--- src/rtl/fetch_stage.sv ---
// Instruction-fetch stage with the IF/ID pipeline register for the 16-bit 5-stage pipeline.
// Holds the PC, requests words from instruction memory and hands them to decode.
module fetch_stage #(
    parameter logic [15:0] RESET_PC  = 16'h0000,
    parameter logic [15:0] NOP_INSTR = 16'h0800,
    parameter logic [4:0]  HALT_OPC  = 5'b00000
) (
    input  logic        clk,
    input  logic        rst,
    input  logic        stall,
    input  logic        redirect_en,
    input  logic [15:0] redirect_pc,
    output logic        imem_en,
    output logic [15:0] imem_addr,
    input  logic [15:0] imem_rdata,
    input  logic        imem_ready,
    output logic [15:0] instr,
    output logic [15:0] pc_plus2,
    output logic        if_valid,
    output logic        halted,
    output logic        err,
    output logic [15:0] fetch_count
);

    // Handshake: a word is taken only on an edge where imem_en=1, imem_ready=1,
    // stall=0 and redirect_en=0; otherwise imem_addr is held until accepted.
    typedef enum logic {
        RUN    = 1'b0,
        HALTED = 1'b1
    } state_t;

    state_t      r_state;
    logic [15:0] r_pc;
    logic [15:0] r_instr;
    logic [15:0] r_pc_plus2;
    logic        r_if_valid;
    logic        r_err;
    logic [15:0] r_fetch_count;

    logic [15:0] w_pc_next;
    logic        w_is_halt;

    assign w_pc_next = r_pc + 16'd2;
    assign w_is_halt = (imem_rdata[15:11] == HALT_OPC);

    always_ff @(posedge clk) begin
        if (!rst) begin
            r_state       <= RUN;
            r_pc          <= RESET_PC;
            r_instr       <= NOP_INSTR;
            r_pc_plus2    <= 16'h0000;
            r_if_valid    <= 1'b0;
            r_err         <= 1'b0;
            r_fetch_count <= 16'h0000;
        end else if (redirect_en) begin
            // Redirect wins over stall and ready in both states; also squashes a HALT.
            r_state    <= RUN;
            r_pc       <= {redirect_pc[15:1], 1'b0};
            r_instr    <= NOP_INSTR;
            r_if_valid <= 1'b0;
            if (redirect_pc[0]) begin
                r_err <= 1'b1;
            end
        end else begin
            case (r_state)
                RUN: begin
                    if (stall) begin
                        r_pc <= r_pc;
                    end else if (imem_ready) begin
                        r_instr       <= imem_rdata;
                        r_pc_plus2    <= w_pc_next;
                        r_if_valid    <= 1'b1;
                        r_fetch_count <= r_fetch_count + 16'd1;
                        if (w_is_halt) begin
                            r_state <= HALTED;
                        end else begin
                            r_pc <= w_pc_next;
                        end
                    end else begin
                        r_instr    <= NOP_INSTR;
                        r_if_valid <= 1'b0;
                    end
                end
                HALTED: begin
                    if (!stall) begin
                        r_instr    <= NOP_INSTR;
                        r_if_valid <= 1'b0;
                    end
                end
                default: begin
                    r_state <= RUN;
                end
            endcase
        end
    end

    assign imem_en     = (r_state == RUN);
    assign imem_addr   = r_pc;
    assign instr       = r_instr;
    assign pc_plus2    = r_pc_plus2;
    assign if_valid    = r_if_valid;
    assign halted      = (r_state == HALTED);
    assign err         = r_err;
    assign fetch_count = r_fetch_count;

endmodule

--- config.mk ---
export PLATFORM = sky130hd
export DESIGN_NAME = fetch_stage
export DESIGN_NICKNAME = d
export VERILOG_FILES = /design/src/rtl/fetch_stage.sv
export SDC_FILE = /design/constraint.sdc
export NUM_CORES = 1
export LEC_CHECK = 0
export BUFFER_PORTS_ARGS = -buffer_cell sky130_fd_sc_hd__buf_2
export CAP_MARGIN = 20
export CORE_UTILIZATION = 53
export DETAILED_ROUTE_END_ITERATION = 10
export GPL_ROUTABILITY_DRIVEN = 0
export PLACE_DENSITY = 0.9
export SETUP_SLACK_MARGIN = 0.15
export SLEW_MARGIN = 20
export SYNTH_ARGS = -nofsm -noshare
export SYNTH_HDL_FRONTEND = slang
export SYNTH_SLANG_ARGS = --single-unit
--- constraint.sdc ---
create_clock -name clk -period 3.81 [get_ports clk]
set_clock_uncertainty 0.05 [all_clocks]
set_input_delay 0 -clock clk [delete_from_list [all_inputs] [get_ports clk]]
set_output_delay 0 -clock clk [all_outputs]
set_load 0.01 [all_outputs]
==> reports/summary.txt <==
status -> complete, no violations
worst hold path class -> in -> reg
core area -> 0.00517 mm^2
R2R cell count -> 4
vias in the first global route -> 2,706
Net count, final -> 494
H-tree Lvls -> 3
synthesized area -> 0.00289 mm^2
Die Wd -> 75.9 um
Placed Area -> 0.00339 mm^2
count of final setup violators -> 0
most frequent cells in the layout -> buf_2 (102), dfxtp_1 (65), nor2_1 (39)
Worst path slowest cell -> nor3b_4
Max VDD drop -> 0.000238 V
largest net degree at the start of global routing -> 33
Worst Path Arrival -> 2560 ps
hold slack -> 27.9 ps
sequential area share after synthesis -> 45.0%
Comb power frac -> 11.7%
Critical path buffers and inverters -> 0
Period Utilization, post-route -> 61.9%
post-synthesis cell type count -> 42
n_diodes -> 0
ANT nets after route -> 0
initial antenna violation count -> 0
Cells after DPL -> 481
Pint -> 1.12 mW
Crit. path cell count -> 4
number of remaining DRC errors -> 0
setup TNS -> 0 ps
maxcap violations -> 0
DR vias -> 2,974
clock share of power -> 39.0%
r2r endpoint -> imem_addr[13]
Synth area leaders -> dfxtp_1 (45%), nor2_1 (5.1%), o21ai_0 (4.7%)
setup slack after layout -> 1450 ps
Design Area, Final -> 0.00392 mm^2
Starting Density -> 55.9%
vias per cell -> 5.62
most common cell after layout, fill and taps aside -> buf_2
total grt overflow -> 0
root buffer cell -> clkbuf_8
Peak Freq -> 424 MHz
post-synthesis cell count -> 331
DR pass1 iterations -> 4
Area Growth Syn to Fin -> 35.6%
drt total wl -> 7.76 mm
GRT Util Overall -> 27.7%
Hold Vio Cnt, Final -> 0
share of cells above drive strength 1 -> 27.5%
kind of critical path -> reg -> reg
headroom to the max-slew limit -> 48.4%
io pins -> 105
Switch Pwr -> 0.363 mW
Fillers -> 378
post-synth top area share -> 45.0%
die height -> 75.9 um
R2R setup slack -> 1450 ps
switching part of the total -> 24.5%
hold_sp -> redirect_en
worst slack, placed -> 1240 ps
# rows -> 26
asr flop ratio synth -> 0%
critical path endpoint -> imem_addr[13]
Final Max Tran Viols -> 0
number of buffers created by CTS -> 9
Resized Gates After CTS -> 0
EDFF count, synth -> 0
clock-pin slew on the worst setup and hold paths -> 70 ps
Buffers on Ports -> 102
crit end category -> flop
post-synthesis register bit count -> 65
Yosys warning count -> 0
Critical Path Start Type -> flop
final std cells w/o fill -> 529
Post-DP HPWL -> 4.93 mm
die area -> 0.00576 mm^2
Cell Chain, Critical Path -> nor3b_4 > o21ai_2 > or4_1 > a31oi_1
pwr dens -> 378 mW/mm^2
starting DRC count in detailed routing -> 164
first-pass GRT wire length -> 11.9 mm
unrepaired setup endpoints after global routing -> false
sequential power share -> 49.2%
minimum clock period -> 2360 ps
Reg2Reg Launch Point -> halted
clk sink count -> 65
required time of the critical path -> 4010 ps
slew at the pin with the worst max-slew slack -> 772 ps
critical path startpoint -> halted
TritonCTS clock tree -> built
ys flop type -> dfxtp_1
slowest stage delay, CP -> 690 ps
largest area contributor in the netlist -> dfxtp_1
CTS max path bufs -> 2
clk_lat worst skew -> 330 ps
P_leak -> 1.66 nW
synthesized area per cell -> 8.74 um^2
routed len/inst -> 14.7 um
delay-heaviest family, CP -> simple AND/OR/NAND/NOR gates
CP max FO -> 20
synthesized netlist by cell type, types with 2 or more instances:
cell      instances
dfxtp_1          65
nor2_1           39
o21ai_0          27
nand2_1          18
clkbuf_1         16
a21oi_1          15
a22oi_1          15
xnor2_1          14
a211oi_1         10
a31oi_1          10
nor3_1           10
xor2_1           10
nand4_1           9
nand3_1           8
inv_1             7
or3_1             7
buf_2             5
and4_1            4
nand2b_1          4
or4_1             4
o21a_1            3
o31ai_1           3
and3_1            2
buf_4             2
ha_1              2
mux2i_1           2
nand4b_1          2
nor4_1            2
nor4_4            2
o311a_1           2
registers in the layout, indices dropped and copies added, names as in the netlist:
register and cells:
instr 16, fetch_count 16, imem_addr 15, halted 1, if_valid 1, err 1, pc_plus2 15
per-stage QoR:
step	util, %	total power, mW
global route	75.9	1.54
finish	75.9	1.48
floorplan	-	0.831
detailed placement	65.6	0.888
global placement	65.6	0.883
CTS	75.8	1.49
logic make-up after synthesis:
family / count (synthesis) / synth area share, %
simple gates: 118 / 22.5
compound gates: 87 / 18.6
flops: 65 / 45.0
buf+inv: 32 / 4.97
xor+xnor: 24 / 7.27
fa+ha+maj: 2 / 0.865
mux: 2 / 0.692
other cells: 1 / 0.130
final cells by class:
cell class	instances	area (um^2)	area share (%)
Clock buffer	12	155	3.95
Clock inverter	3	40.0	1.02
Inverter	8	30.0	0.765
Multi-Input combinational cell	235	1460	37.2
Sequential cell	65	1300	33.2
Tap cell	70	87.6	2.23
Timing Repair Buffer	136	848	21.6
worst register-to-register path, delay by kind of cell, from the launching register on:
family           cells  cell delay (ps)
flip-flops           1              380
AO/OA/AOI/OAI        2              560
AND/OR/NAND/NOR      2             1290
worst min-delay path by stage:
| stage | end | slack [ps] | cells past startpoint |
|---|---|---|---|
| 6_report | err | 30 | 3 |
| 5_1_grt | err | 30 | 3 |
| 4_1_cts | err | 20 | 3 |
| 3_5_place_dp | err | 190 | 3 |
| 3_3_place_gp | err | 180 | 3 |
| 2_1_floorplan | instr[11] | 90 | 2 |
routing by layer:
metal	wire length [um]	vias to the layer above	GRT usage [%]	part of all wire, %
met1	3130	1368	31.2	40
li1	-	1438	-	-
met4	264	0	17.3	3.4
met2	3870	140	47.4	50
met3	485	28	6.08	6.3
met5	0	-	0	0
power groups by stage:
stage / clock [mW] / sequential [mW] / combinational, mW
after floorplan: 0 / 0.750 / 0.0807
after global placement: 0 / 0.743 / 0.139
after detailed placement: 0 / 0.744 / 0.144
after CTS: 0.586 / 0.729 / 0.171
after global routing: 0.621 / 0.733 / 0.191
final: 0.579 / 0.730 / 0.174
what timing repair did:
item                                   CTS  global route
hold buffers                            33             0
setup buffers                            0             0
endpoints found under the hold margin   33             0
(Power assumes the default switching activity.)
